## config.mk

```make
export PLATFORM = sky130hd
export DESIGN_NAME = pipe_hazard_ctrl
export DESIGN_NICKNAME = d
export VERILOG_FILES = /design/src/rtl/pipe_hazard_ctrl.sv
export SDC_FILE = /design/constraint.sdc
export NUM_CORES = 1
export LEC_CHECK = 0
export BUFFER_PORTS_ARGS = -buffer_cell sky130_fd_sc_hd__buf_2
export CORE_MARGIN = 5
export CORE_UTILIZATION = 30
export CTS_CLUSTER_DIAMETER = 80
export DETAILED_ROUTE_END_ITERATION = 8
export PLACE_DENSITY = 0.6
export SKIP_LAST_GASP = 1
export SLEW_MARGIN = 20
export SYNTH_ARGS = -nofsm -noshare
export SYNTH_HDL_FRONTEND = slang
export SYNTH_SLANG_ARGS = --single-unit
```

## constraint.sdc

```tcl
create_clock -name clock -period 2.2 [get_ports clock]
set_input_delay 0.22 -clock clock [delete_from_list [all_inputs] [get_ports clock]]
set_output_delay 0.22 -clock clock [all_outputs]
set_load 0.01 [all_outputs]
```

## src/rtl/pipe_hazard_ctrl.sv

```systemverilog
// Stall/flush controller for the 5-stage MIPS pipeline.
// Handles load-use, MDU occupancy, data-memory wait states and taken-branch
// squashing with a fixed priority: memory hold, then branch, then load-use/MDU.
// Also keeps a saturating stall-cycle counter and a sticky memory-timeout flag.
module pipe_hazard_ctrl #(
   parameter int MDU_LAT     = 8,
   parameter int MEM_TIMEOUT = 64,
   parameter int REG_W       = 5
) (
   input  logic             clock,
   input  logic             reset,
   input  logic [REG_W-1:0] id_rs,
   input  logic [REG_W-1:0] id_rt,
   input  logic             id_uses_rs,
   input  logic             id_uses_rt,
   input  logic             id_is_mdu,
   input  logic             ex_mem_read,
   input  logic [REG_W-1:0] ex_rd,
   input  logic             ex_mdu_start,
   input  logic             branch_taken,
   input  logic             mem_req,
   input  logic             mem_ready,
   output logic             pc_stall,
   output logic             ifid_stall,
   output logic             ifid_flush,
   output logic             idex_stall,
   output logic             idex_flush,
   output logic             exmem_stall,
   output logic             mdu_busy,
   output logic             mem_err,
   output logic [15:0]      stall_cycles
);

   typedef enum logic [0:0] {
      RUN      = 1'b0,
      MEM_WAIT = 1'b1
   } mem_state_t;

   localparam logic [7:0] MDU_LAT_V     = 8'(MDU_LAT);
   localparam logic [7:0] MEM_TIMEOUT_V = 8'(MEM_TIMEOUT);

   mem_state_t  state_r;
   logic [7:0]  mdu_cnt_r;
   logic [7:0]  wait_cnt_r;
   logic        mem_err_r;
   logic [15:0] stall_cycles_r;

   logic        mem_hold_s;
   logic        rs_hit_s;
   logic        rt_hit_s;
   logic        load_use_s;
   logic        mdu_hazard_s;
   logic [7:0]  wait_inc_s;

   assign mem_hold_s   = mem_req & ~mem_ready;
   assign rs_hit_s     = id_uses_rs & (id_rs == ex_rd);
   assign rt_hit_s     = id_uses_rt & (id_rt == ex_rd);
   assign load_use_s   = ex_mem_read & (ex_rd != {REG_W{1'b0}}) & (rs_hit_s | rt_hit_s);
   assign mdu_busy     = (mdu_cnt_r != 8'd0);
   assign mdu_hazard_s = id_is_mdu & mdu_busy;
   assign wait_inc_s   = (wait_cnt_r == 8'hFF) ? 8'hFF : (wait_cnt_r + 8'd1);
   assign mem_err      = mem_err_r;
   assign stall_cycles = stall_cycles_r;

   // Zero-latency stall/flush decode with fixed priority; all quiet during reset.
   always_comb begin
      pc_stall    = 1'b0;
      ifid_stall  = 1'b0;
      ifid_flush  = 1'b0;
      idex_stall  = 1'b0;
      idex_flush  = 1'b0;
      exmem_stall = 1'b0;
      if (!reset) begin
         pc_stall = 1'b0;
      end else if (mem_hold_s) begin
         // Freeze everything; a taken branch is re-seen once memory releases.
         pc_stall    = 1'b1;
         ifid_stall  = 1'b1;
         idex_stall  = 1'b1;
         exmem_stall = 1'b1;
      end else if (branch_taken) begin
         // Squash the wrong-path instructions, which also drops any hazard in ID.
         ifid_flush = 1'b1;
         idex_flush = 1'b1;
      end else if (load_use_s || mdu_hazard_s) begin
         pc_stall   = 1'b1;
         ifid_stall = 1'b1;
         idex_flush = 1'b1;
      end else begin
         pc_stall = 1'b0;
      end
   end

   // Memory wait-state FSM with timeout counter and sticky error flag.
   always_ff @(posedge clock) begin
      if (!reset) begin
         state_r    <= RUN;
         wait_cnt_r <= 8'd0;
         mem_err_r  <= 1'b0;
      end else begin
         case (state_r)
            RUN: begin
               if (mem_hold_s) begin
                  // This cycle is the first wait cycle.
                  state_r    <= MEM_WAIT;
                  wait_cnt_r <= 8'd1;
                  if (8'd1 >= MEM_TIMEOUT_V) begin
                     mem_err_r <= 1'b1;
                  end else begin
                     mem_err_r <= mem_err_r;
                  end
               end else begin
                  wait_cnt_r <= 8'd0;
               end
            end
            MEM_WAIT: begin
               if (mem_ready) begin
                  state_r    <= RUN;
                  wait_cnt_r <= 8'd0;
               end else begin
                  wait_cnt_r <= wait_inc_s;
                  if (wait_inc_s >= MEM_TIMEOUT_V) begin
                     mem_err_r <= 1'b1;
                  end else begin
                     mem_err_r <= mem_err_r;
                  end
               end
            end
            default: begin
               state_r    <= RUN;
               wait_cnt_r <= 8'd0;
            end
         endcase
      end
   end

   // MDU occupancy counter: loads on an unblocked start, otherwise counts down freely.
   always_ff @(posedge clock) begin
      if (!reset) begin
         mdu_cnt_r <= 8'd0;
      end else if (ex_mdu_start && !mem_hold_s) begin
         mdu_cnt_r <= MDU_LAT_V;
      end else if (mdu_cnt_r != 8'd0) begin
         mdu_cnt_r <= mdu_cnt_r - 8'd1;
      end else begin
         mdu_cnt_r <= mdu_cnt_r;
      end
   end

   // Saturating count of cycles in which the PC was held.
   always_ff @(posedge clock) begin
      if (!reset) begin
         stall_cycles_r <= 16'd0;
      end else if (pc_stall && (stall_cycles_r != 16'hFFFF)) begin
         stall_cycles_r <= stall_cycles_r + 16'd1;
      end else begin
         stall_cycles_r <= stall_cycles_r;
      end
   end

endmodule

```

==> metrics.txt <==
status=complete, no violations; largest fanout on the critical path=11; Max H-tree Level=2; switch share=0.348; worst reg-to-reg setup slack=between 0.2 and 0.25 ns; Core Util, Final=0.379; Post-synth ARST share=0; DR WL/cell=13.0 um; final hold viol count=0; fin area=2220 um^2; initial antenna violation count=0; Synth Warn #=0; Cells after Synth=209; Slew @ Worst Pin=0.358 ns; mux cell area share after synthesis=0.0112; power per cell area=886 nW/um^2; fin. max-slew vios=0; CP Buf/Inv Count=1; DRT Wirelength=4430 um; effective utilization at floorplan=0.305; worst path arrival time=2.13 ns; P&R area growth vs syn=24.2%; Rel. slew slack=0.759; Synth Area in XOR/XNOR=0.0981; via/cell ratio=4.93; cts bufs inserted=5; Mapped Area=1790 um^2; first-pass iteration count of the detailed router=4; # nets final=slightly below 300; internal power=1.28 mW; initial DRC count=slightly above 60; TritonCTS clock tree=yes; Max stage delay on crit path=0.42 ns; MaxCap Viol Count=0; Worst Setup SP=stall_cycles[0]$_SDFFE_PN0P_; Cell Rows=28; max frequency=510 MHz; adder-cell share of the synthesized area=0.0280; P_sw=0.684 mW; period utilization=0.892; Synth Area in Compound Gates=0.171; number of synthesized register bits=34; full die area=7590 um^2; CP max-delay cell=dfxtp_1; GRT Overall Usage=0.123; EDFF count, synth=0; die height=87.1 um; Setup Buffers After CTS=0; setup TNS=0 ns; power share of the clock group=0.242; grt total ovfl=0; GP Congestion=0.759; # DRC=0; die width=87.1 um; Comb power frac=0.357; CP startpoint kind=flip-flop; Lkg Pwr=0.896 nW; io pins=49; clock latency on the worst-skew pair=0.28 ns; WS Path Type=reg2reg; Synth Flop Type=dfxtp_1; crit-path leading delay family=simple AND/OR/NAND/NOR gates; R2R Path Start=stall_cycles[0]$_SDFFE_PN0P_; post-synthesis simple-gate area fraction=0.260; syn_nets=238; Peak VDD IR=545 uV; Hold Startpoint=reset; Hold Path Class=in2reg; area of the core=between 5000 and 6000 um^2; final setup fails=0; clock sink total=34; largest net degree at the start of global routing=15; share of cells above drive strength 1=0.260; IO Port Bufs=48; Post-DP Area=approximately 2100 um^2; post-synthesis sequential area ratio=0.381; minimum clock period=1.96 ns; first-pass GRT wire length=7520 um; Worst EP required=2.36 ns; Final ANT Viol Nets=0; Critical Path End Type=flip-flop; Final Total Pwr=1.96 mW; CTS Buffer Depth=2; DPL Wire Length=3400 um; unrepaired setup endpoints after global routing=false; clk root buf=clkbuf_8; syn avg cell area=8.54 um^2; vias in the first global route=1712; routed via count=1677; Max Clock Skew=roughly 0.0037 ns; ant diodes=0; largest family of logic cells by synthesized area=simple AND/OR/NAND/NOR gates; Sequential Power Share=0.400; post-synth cell types=43; critical-path cell list=ha_1 > nand3_1 > nor4_2 > nor3_1 > a2bb2oi_2 > buf_4 > nor4_1 > mux2i_1; clock-pin slew of the registers on the worst-case setup and hold paths=0.07 ns
## worst register-to-register path, cell delays in order, from the launching register on
cell,delay (ns)
dfxtp_1,0.42
ha_1,0.25
nand3_1,0.11
nor4_2,0.26
nor3_1,0.11
a2bb2oi_2,0.27
buf_4,0.23
nor4_1,0.08
mux2i_1,0.11
## metrics by stage
| step | instances | hold slack [ns] | setup WS [ns] |
|---|---|---|---|
| 2_1_floorplan | 209 | 0.343 | 0.299 |
| 3_3_place_gp | 332 | 0.443 | 0.206 |
| 3_5_place_dp | 332 | 0.465 | 0.0705 |
| 4_1_cts | 340 | 0.192 | 0.0494 |
| 5_1_grt | 340 | 0.194 | 0.00946 |
| 6_report | 340 | 0.199 | 0.238 |
## cells in the mapped netlist, drive strengths merged, types with 3 or more instances
library cell  number  area, um^2
a21oi             17        85.1
or4                4        30.0
clkbuf             3        11.3
o21ai              6        30.0
ha                 4        50.1
xnor2             15         131
inv                8        30.0
xor2               5        43.8
o31ai              6        45.0
nand4              8        50.1
dfxtp             34         681
nand2b             5        31.3
nand2             21        78.8
buf                5        48.8
and3               5        31.3
nor4               5        46.3
nor2              17        63.8
o211ai             3        22.5
or3                4        25.0
nor3               3        15.0
nand3              9        50.1
## logic make-up after synthesis
logic type	Yosys count
AOI/OAI and AO/OA	46
xor gates and xnor gates	20
adders and majority gates	4
buffers and inverters	16
DFF	34
muxes	2
and+or+nand+nor	87
## layout by cell type, fill, tap and decap left out, types with 2 or more instances in the layout
cell      synthesis  final
a21oi_1          17     17
a31oi_1           2      2
and3_1            5      5
buf_2             0     48
buf_4             2      8
clkbuf_8          0      6
dfxtp_1          34     34
ha_1              4      4
inv_1             7      7
mux2i_1           2      2
nand2_1          21     21
nand2b_1          5      5
nand3_1           8      8
nand4_1           8      8
nor2_1           17     17
nor3_1            3      3
nor3b_1           2      2
nor4_1            4      3
o211ai_1          3      3
o21ai_1           5      5
o311ai_1          2      2
o31ai_1           6      6
o41ai_1           2      2
or3_1             4      4
or4_1             4      4
xnor2_1          15     15
xor2_1            5      5
## final cells by class
| class | count | area, um^2 |
|---|---|---|
| multi-input combinational | 159 | 1020 |
| timing repair buffer | 56 | 300 |
| clock inverter | 1 | 5.00 |
| sequential | 34 | 681 |
| inverter | 8 | 30.0 |
| tap | 75 | 93.8 |
| fill | 605 | 3630 |
| clock buffer | 7 | 86.3 |
## repair_timing
item,in CTS,in global routing
gates resized for setup,0,1
endpoints found under the hold margin,0,0
hold buffers,0,0
setup endpoints to repair,0,15
## final timing paths
path,end,cells past startpoint
hold / removal,mdu_cnt_r[3]$_SDFFE_PN0P_,3
setup / recovery,stall_cycles[9]$_SDFFE_PN0P_,8
setup reg to reg,stall_cycles[9]$_SDFFE_PN0P_,8
hold reg to reg,mem_err$_SDFFE_PN0P_,1
## registers in the layout, indices dropped and copies added, names as in the netlist
register      flops
wait_cnt_r        8
stall_cycles     16
mdu_cnt_r         8
state_r           1
mem_err           1
## power groups by stage
stage          clock network (mW)  logic (mW)  registers (mW)
3_3_place_gp                    0       0.687           0.798
4_1_cts                     0.493       0.707           0.787
6_report                    0.476       0.702           0.786
5_1_grt                     0.522       0.793           0.796
2_1_floorplan                   0       0.524           0.788
3_5_place_dp                    0       0.693           0.801
## routing by layer
metal | vias to the layer above | GRT usage | part of all wire
li1 | 862 | - | -
met1 | 766 | 0.158 | 0.49
met2 | 41 | 0.195 | 0.44
met3 | 8 | 0.0407 | 0.055
met4 | 0 | 0.0432 | 0.016
met5 | - | 0 | 0
No activity file was read; power rests on OpenSTA's default activity.
